`src/rtl/score_scan_ctrl.sv`:
```
// Two-player score keeper with round-robin increment arbiter and 4-slot
// display scan that time-shares one binary-to-BCD converter.
//
// Parameters:
//   SCAN_DIV  - clock cycles per digit slot (2 .. 2^20)
//   MAX_SCORE - per-player saturation value (1 .. 15)
// Optional build macro:
//   SCORE_LZB_EN - blank a tens digit whose converted value is 0
// Ports:
//   clk_i       clock, rising edge
//   rst_ni      synchronous active-low reset
//   req_inc_i   per-player increment request (level)
//   clr_i       synchronous clear of both scores
//   ack_o       one-cycle grant pulse per player
//   bin_out_o   score presented to the shared converter
//   bcd0_i      converter ones digit
//   bcd1_i      converter tens digit
//   an_o        active-low digit enables
//   digit_o     BCD value of the enabled digit
//   score0_o    player 0 score
//   score1_o    player 1 score
module score_scan_ctrl #(
  parameter int unsigned SCAN_DIV  = 100000,
  parameter int unsigned MAX_SCORE = 15
) (
  input  logic       clk_i,
  input  logic       rst_ni,
  input  logic [1:0] req_inc_i,
  input  logic       clr_i,
  output logic [1:0] ack_o,
  output logic [3:0] bin_out_o,
  input  logic [3:0] bcd0_i,
  input  logic [3:0] bcd1_i,
  output logic [3:0] an_o,
  output logic [3:0] digit_o,
  output logic [3:0] score0_o,
  output logic [3:0] score1_o
);

  localparam int unsigned CW =
    (SCAN_DIV > 2) ? $clog2(SCAN_DIV) : 1;
  localparam logic [CW-1:0] CNT_MAX =
    CW'(SCAN_DIV - 1);
  localparam logic [3:0] SAT = 4'(MAX_SCORE);

  typedef enum logic [1:0] {
    P0_ONES = 2'd0,
    P0_TENS = 2'd1,
    P1_ONES = 2'd2,
    P1_TENS = 2'd3
  } slot_e;

  logic [3:0]    score0_q, score0_d;
  logic [3:0]    score1_q, score1_d;
  logic [1:0]    ack_q, ack_d;
  logic          rr_q, rr_d;
  logic [CW-1:0] cnt_q, cnt_d;
  slot_e         idx_q, idx_d;
  logic          load_q, load_d;
  logic [3:0]    bin_q, bin_d;
  logic [3:0]    an_q, an_d;
  logic [3:0]    digit_q, digit_d;

  logic [1:0]    elig;
  logic [1:0]    gnt;
  logic          tick;
  slot_e         idx_nxt;

  function automatic logic [3:0] sat_inc(
    input logic [3:0] s
  );
    return (s >= SAT) ? s : s + 4'd1;
  endfunction

  always_ff @(posedge clk_i) begin
    if (!rst_ni) begin
      score0_q <= '0;
      score1_q <= '0;
      ack_q    <= '0;
      rr_q     <= 1'b1;
      cnt_q    <= '0;
      idx_q    <= P1_TENS;
      load_q   <= 1'b0;
      bin_q    <= '0;
      an_q     <= 4'b1111;
      digit_q  <= '0;
    end else begin
      score0_q <= score0_d;
      score1_q <= score1_d;
      ack_q    <= ack_d;
      rr_q     <= rr_d;
      cnt_q    <= cnt_d;
      idx_q    <= idx_d;
      load_q   <= load_d;
      bin_q    <= bin_d;
      an_q     <= an_d;
      digit_q  <= digit_d;
    end
  end

  // A player holding ack this cycle is ineligible, so
  // a held request increments at most every 2 cycles.
  assign elig = req_inc_i & ~ack_q;

  always_comb begin
    gnt = 2'b00;
    if (!clr_i) begin
      unique case (1'b1)
        (elig == 2'b11): gnt = rr_q ? 2'b01 : 2'b10;
        (elig == 2'b01): gnt = 2'b01;
        (elig == 2'b10): gnt = 2'b10;
        default:         gnt = 2'b00;
      endcase
    end
  end

  always_comb begin
    score0_d = score0_q;
    score1_d = score1_q;
    rr_d     = rr_q;
    ack_d    = gnt;
    if (clr_i) begin
      score0_d = '0;
      score1_d = '0;
    end else begin
      if (gnt[0]) begin
        score0_d = sat_inc(score0_q);
        rr_d     = 1'b0;
      end
      if (gnt[1]) begin
        score1_d = sat_inc(score1_q);
        rr_d     = 1'b1;
      end
    end
  end

  assign tick = (cnt_q == CNT_MAX);

  always_comb begin
    idx_nxt = P0_ONES;
    unique case (idx_q)
      P0_ONES: idx_nxt = P0_TENS;
      P0_TENS: idx_nxt = P1_ONES;
      P1_ONES: idx_nxt = P1_TENS;
      P1_TENS: idx_nxt = P0_ONES;
      default: idx_nxt = P0_ONES;
    endcase
  end

  // Tick loads the converter with the post-arbitration
  // score; the following cycle latches its result.
  always_comb begin
    cnt_d   = cnt_q + 1'b1;
    idx_d   = idx_q;
    load_d  = 1'b0;
    bin_d   = bin_q;
    an_d    = an_q;
    digit_d = digit_q;
    if (tick) begin
      cnt_d  = '0;
      idx_d  = idx_nxt;
      load_d = 1'b1;
      bin_d  = idx_nxt[1] ? score1_d : score0_d;
    end
    if (load_q) begin
      digit_d = idx_q[0] ? bcd1_i : bcd0_i;
      unique case (idx_q)
        P0_ONES: an_d = 4'b1110;
        P0_TENS: an_d = 4'b1101;
        P1_ONES: an_d = 4'b1011;
        P1_TENS: an_d = 4'b0111;
        default: an_d = 4'b1111;
      endcase
`ifdef SCORE_LZB_EN
      if (idx_q[0] && (bcd1_i == 4'd0)) begin
        an_d    = 4'b1111;
        digit_d = '0;
      end
`endif
    end
  end

  assign ack_o     = ack_q;
  assign bin_out_o = bin_q;
  assign an_o      = an_q;
  assign digit_o   = digit_q;
  assign score0_o  = score0_q;
  assign score1_o  = score1_q;

endmodule

```
`config.mk`:
```
export PLATFORM = sky130hd
export DESIGN_NAME = score_scan_ctrl
export DESIGN_NICKNAME = d
export VERILOG_FILES = /design/src/rtl/score_scan_ctrl.sv
export SDC_FILE = /design/constraint.sdc
export NUM_CORES = 1
export LEC_CHECK = 0
export BUFFER_PORTS_ARGS = -buffer_cell sky130_fd_sc_hd__buf_2
export CAP_MARGIN = 20
export CORE_MARGIN = 4
export CORE_UTILIZATION = 30
export DETAILED_ROUTE_END_ITERATION = 8
export SLEW_MARGIN = 20
export SYNTH_ARGS = -nofsm -noshare
export SYNTH_HDL_FRONTEND = slang
export SYNTH_SLANG_ARGS = --single-unit
```
`constraint.sdc`:
```
create_clock -name clk_i -period 1.8 [get_ports clk_i]
set_input_delay 0.18 -clock clk_i [delete_from_list [all_inputs] [get_ports clk_i]]
set_output_delay 0.18 -clock clk_i [all_outputs]
set_load 0.02 [all_outputs]
```
# Word level (Yosys, flattened, before mapping)
# Cells that the tools add are included.
# totals
regBits	43
in_bits	13
output_inout_bits	22
# classes
n_addsub	3
order_cmp	2
eq_ne	7
muxes	16
bitwise_logic	4
n_reduce_logical	4
# op_table
operator	count
4-bit 2-to-1 mux	8
17-bit by 1-bit adder with 17-bit output, second input constant	1
17-bit == test, second input constant	1
4-bit case mux with 4 select lines	1
4-bit by 1-bit adder with 4-bit output, second input constant	2
2-bit == test, second input constant	4
4-bit >= comparator, second input constant	2
2-bit case mux with 4 select lines	1
2-bit case mux with 3 select lines	1
2-bit by 1-bit == test with 1-bit output, second input constant	2
2-bit 2-to-1 mux	2
1-bit 2-to-1 mux	3
2-bit bitwise AND	1
2-bit zero test	1
1-bit inverter	2
2-bit inverter	1
2-bit AND reduction	1
2-bit nonzero test	1
2-bit OR reduction	1

# Longest topological paths before layout
# logic_depth
depth_word	8
ltp_mapped	7
depth_no_buf	6

# Worst setup path before layout
# Ideal clock, no wire load.
# synth_path
kind	flip-flop to flip-flop
startpoint	register idx_q[0]
endpoint	register bin_q[0], in the netlist bin_out_o[0]
t_arrival_ps	1517
setup_slack_ps	166
stages_incl_launch_ff	7
path_buffers	2
path_cell_list	dfxtp_1 > clkbuf_1 > inv_1 > ha_1 > clkbuf_1 > mux2i_1 > a22o_1
# synth_between
elab_chain_len	3
word_cells_on_any_way	6
cone_classes	eq/ne (3); mux (2); reduce/logical (1)
# synth_lines
item	line_no	source
start, declared	58	slot_e idx_q, idx_d;
start signal, assigned	93	idx_q <= idx_d;
2-bit == test (tied with other cells)	141	unique case (idx_q)
2-bit case mux with 4 select lines (*)	141	
net idx_nxt[1]	67	slot_e idx_nxt;
4-bit 2-to-1 mux (*)	163	bin_d = idx_nxt[1] ? score1_d : score0_d;
end signal, assigned	95	bin_q <= bin_d;
end, declared	60	logic [3:0] bin_q, bin_d;
# The timed path passes the listed nets; every way through them passes the cells marked *.
# A chain may end at the register's enable or synchronous reset.

# Worst setup path in the final report
# layout_path
startpoint	register cnt_q[0]
endpoint	register bin_q[0], in the netlist bin_out_o[0]
# layout_between
elab_chain_len	1
# layout_lines
item	line_no	source
start, declared	57	logic [CW-1:0] cnt_q, cnt_d;
start signal, assigned	92	cnt_q <= cnt_d;
17-bit == test	137	assign tick = (cnt_q == CNT_MAX);
# Every way passes these cells.

==> run metrics <==
CTS Buf Count=5; post-synth cell types=31; final setup fails=0; Mapped Area=1920 sq um; Peak Freq=621 MHz; I/O pin count=35; VDD IR max=0.000306 V; final max-slew violation count=0; Data arrival, critical path=1.79 ns; IO Port Bufs=34; Final Net Count=265; crit end category=flip-flop; Cells after Synth=206; PwrDens=722 nW/um^2; DR iter-0 viols=36; Setup crit start kind=flip-flop; Buf/Inv on CP=0; Power, Total=1.65 mW; unrepaired setup endpoints after global routing=no; critical path class=flip-flop to flip-flop; largest net degree at the start of global routing=17; DR top layer=met4; status=completed; RD Place Congestion=0.768; core footprint=6060 sq um; Mean Syn Cell Area=9.33 sq um; detailed placement HPWL=2690 um; CTS tree=yes; Critical Path Fanout Max=5; asr flop ratio synth=0%; via total after detailed routing=1455; first-pass GRT wire length=6190 um; metal3 WL=193 um; grt ovf=0; LEAKAGE=1.04 nW; Top FF cell, synth=dfxtp_1; diodes inserted=0; synthesized flop and latch total=43; htree depth=2; fin crit period=1.61 ns; post-route ant nets=0; DRC=0; total negative slack=0 ns; share of layout cells above drive strength 1=21.2%; wl on met1=1740 um; Ys Warns=0; Crit path largest cell delay=0.36 ns; placement row count=28; Hold Violations, Final=0; Final Routed Wirelength=3590 um; Initial DRT Pass Iterations=4; clk sinks=43; worst hold start=bcd0_i[3]; Worst-Margin Slew=0.435 ns; worst setup path start=cnt_q[0]; data required time at the worst endpoint=1.98 ns; CP max stage cell=dfxtp_1; worst skew pair latency=0.29 ns; Slew HR=71.0%; clock buffer depth=2; Clk pin slew, worst setup/hold paths=0.08 ns; total die area=7750 sq um; Vias/cell=4.55; clk root buf=clkbuf_8; gr usage total=10.0%; Util after Layout=37.6%; Layout area overhead=18.7%; fin crit share=89.5%; Top delay family on crit path=simple AND/OR/NAND/NOR gates; sequential share of the synthesized area=44.8%; Die Ht=88.0 um; Starting Density=31.7%; Post-synth EDFFs=0; vias in the first global route=1412; worst min-delay path class=input pin to flip-flop; met2 WL post-DR=1600 um; MaxCap Viol Count=0; worst-path cell chain=ha_2 > and4_1 > nand2_2 > nor3_4 > nor2b_1 > a22o_1; initial antenna violation count=0; routed len/inst=11.2 um; Layout Skew=0.0108 ns; die width=88.0 um; Crit Reg-Reg Startpoint=cnt_q[0]; Syn Nets=227
power by group:
part	switching (mW)	internal (mW)	leakage, nW
logic	0.0497	0.0380	0.649
clock network	0.317	0.271	0.0412
registers	0.00928	0.962	0.348
through the flow:
stage / instances / cell area, sq um / hold slack (ns) / setup WS [ns]
floorplan: 206 / 1920 / 0.302 / 0.166
global placement: 312 / 2180 / 0.422 / 0.202
detailed placement: 312 / 2180 / 0.447 / 0.114
CTS: 320 / 2270 / 0.214 / 0.104
global route: 320 / 2280 / 0.236 / 0.0332
finish: 320 / 2280 / 0.222 / 0.188
synth_stat cells, types with 2 or more instances:
cell / n / area, sq um
nand2_1: 17 / 63.8
dfxtp_1: 43 / 861
inv_1: 5 / 18.8
nand2b_1: 5 / 31.3
nor2b_1: 2 / 12.5
clkbuf_1: 6 / 22.5
ha_1: 8 / 100
xor2_1: 5 / 43.8
nand4_1: 4 / 25.0
nor2_1: 32 / 120
o21ai_0: 6 / 30.0
a22o_1: 4 / 35.0
o211a_1: 4 / 40.0
mux2i_1: 14 / 140
and2_1: 5 / 31.3
xnor2_1: 12 / 105
nor3_1: 3 / 15.0
and3_1: 6 / 37.5
nand3_1: 13 / 65.1
layout make-up:
cell class | count | area, sq um
fill | 622 | 3780
timing repair buffer | 38 | 200
inverter | 5 | 18.8
multi-input combinational | 151 | 1020
sequential | 43 | 861
tap | 75 | 93.8
clock buffer | 6 | 72.6
clock inverter | 2 | 12.5
worst reg2reg max path, stage by stage, from the launching register on:
cell	delay [ns]
dfxtp_1	0.36
ha_2	0.21
and4_1	0.27
nand2_2	0.11
nor3_4	0.17
nor2b_1	0.14
a22o_1	0.24
cell usage in the layout, fill, tap and decap left out, drive strengths merged, types with 5 or more instances in the layout:
cell,n
and2,5
and3,6
buf,38
clkbuf,6
dfxtp,43
ha,8
inv,5
mux2i,14
nand2,17
nand2b,5
nand3,13
nor2,32
o21ai,6
xnor2,12
xor2,5
what timing repair did:
action                     in CTS  in global routing
setup buffers                   0                  0
hold buffers                    0                  0
resized for setup               0                  3
setup endpoints to repair       0                  5
logic make-up after synthesis:
kind of cell | share of synthesized area [%]
AND/OR/NAND/NOR | 26.4
adder cells (fa/ha/maj) | 5.21
AO/OA/AOI/OAI | 5.86
XOR/XNOR | 7.75
flip-flops | 44.8
multiplexers | 7.29
buffers and inverters | 2.73
metal layers:
metal	track usage [%]	vias up
li1	-	769
met1	12.6	657
met2	16.3	22
met3	2.63	7
met4	4.12	0
met5	0	-
path summary, 6_finish.rpt:
path,cells after the start,end,slack [ns]
min,4,digit_o[3],0.22
min reg2reg,1,cnt_q[0],0.46
max reg2reg,6,bin_out_o[0],0.19
max,6,bin_out_o[0],0.19
flip-flops by register name (all words and copies together), names as in the netlist:
name and count:
rr_q 1, cnt_q 17, idx_q 2, digit_o 4
load_q 1, score0_o 4, score1_o 4, ack_o 2
bin_out_o 4, an_o 4
No activity file was read; power rests on OpenSTA's default activity.
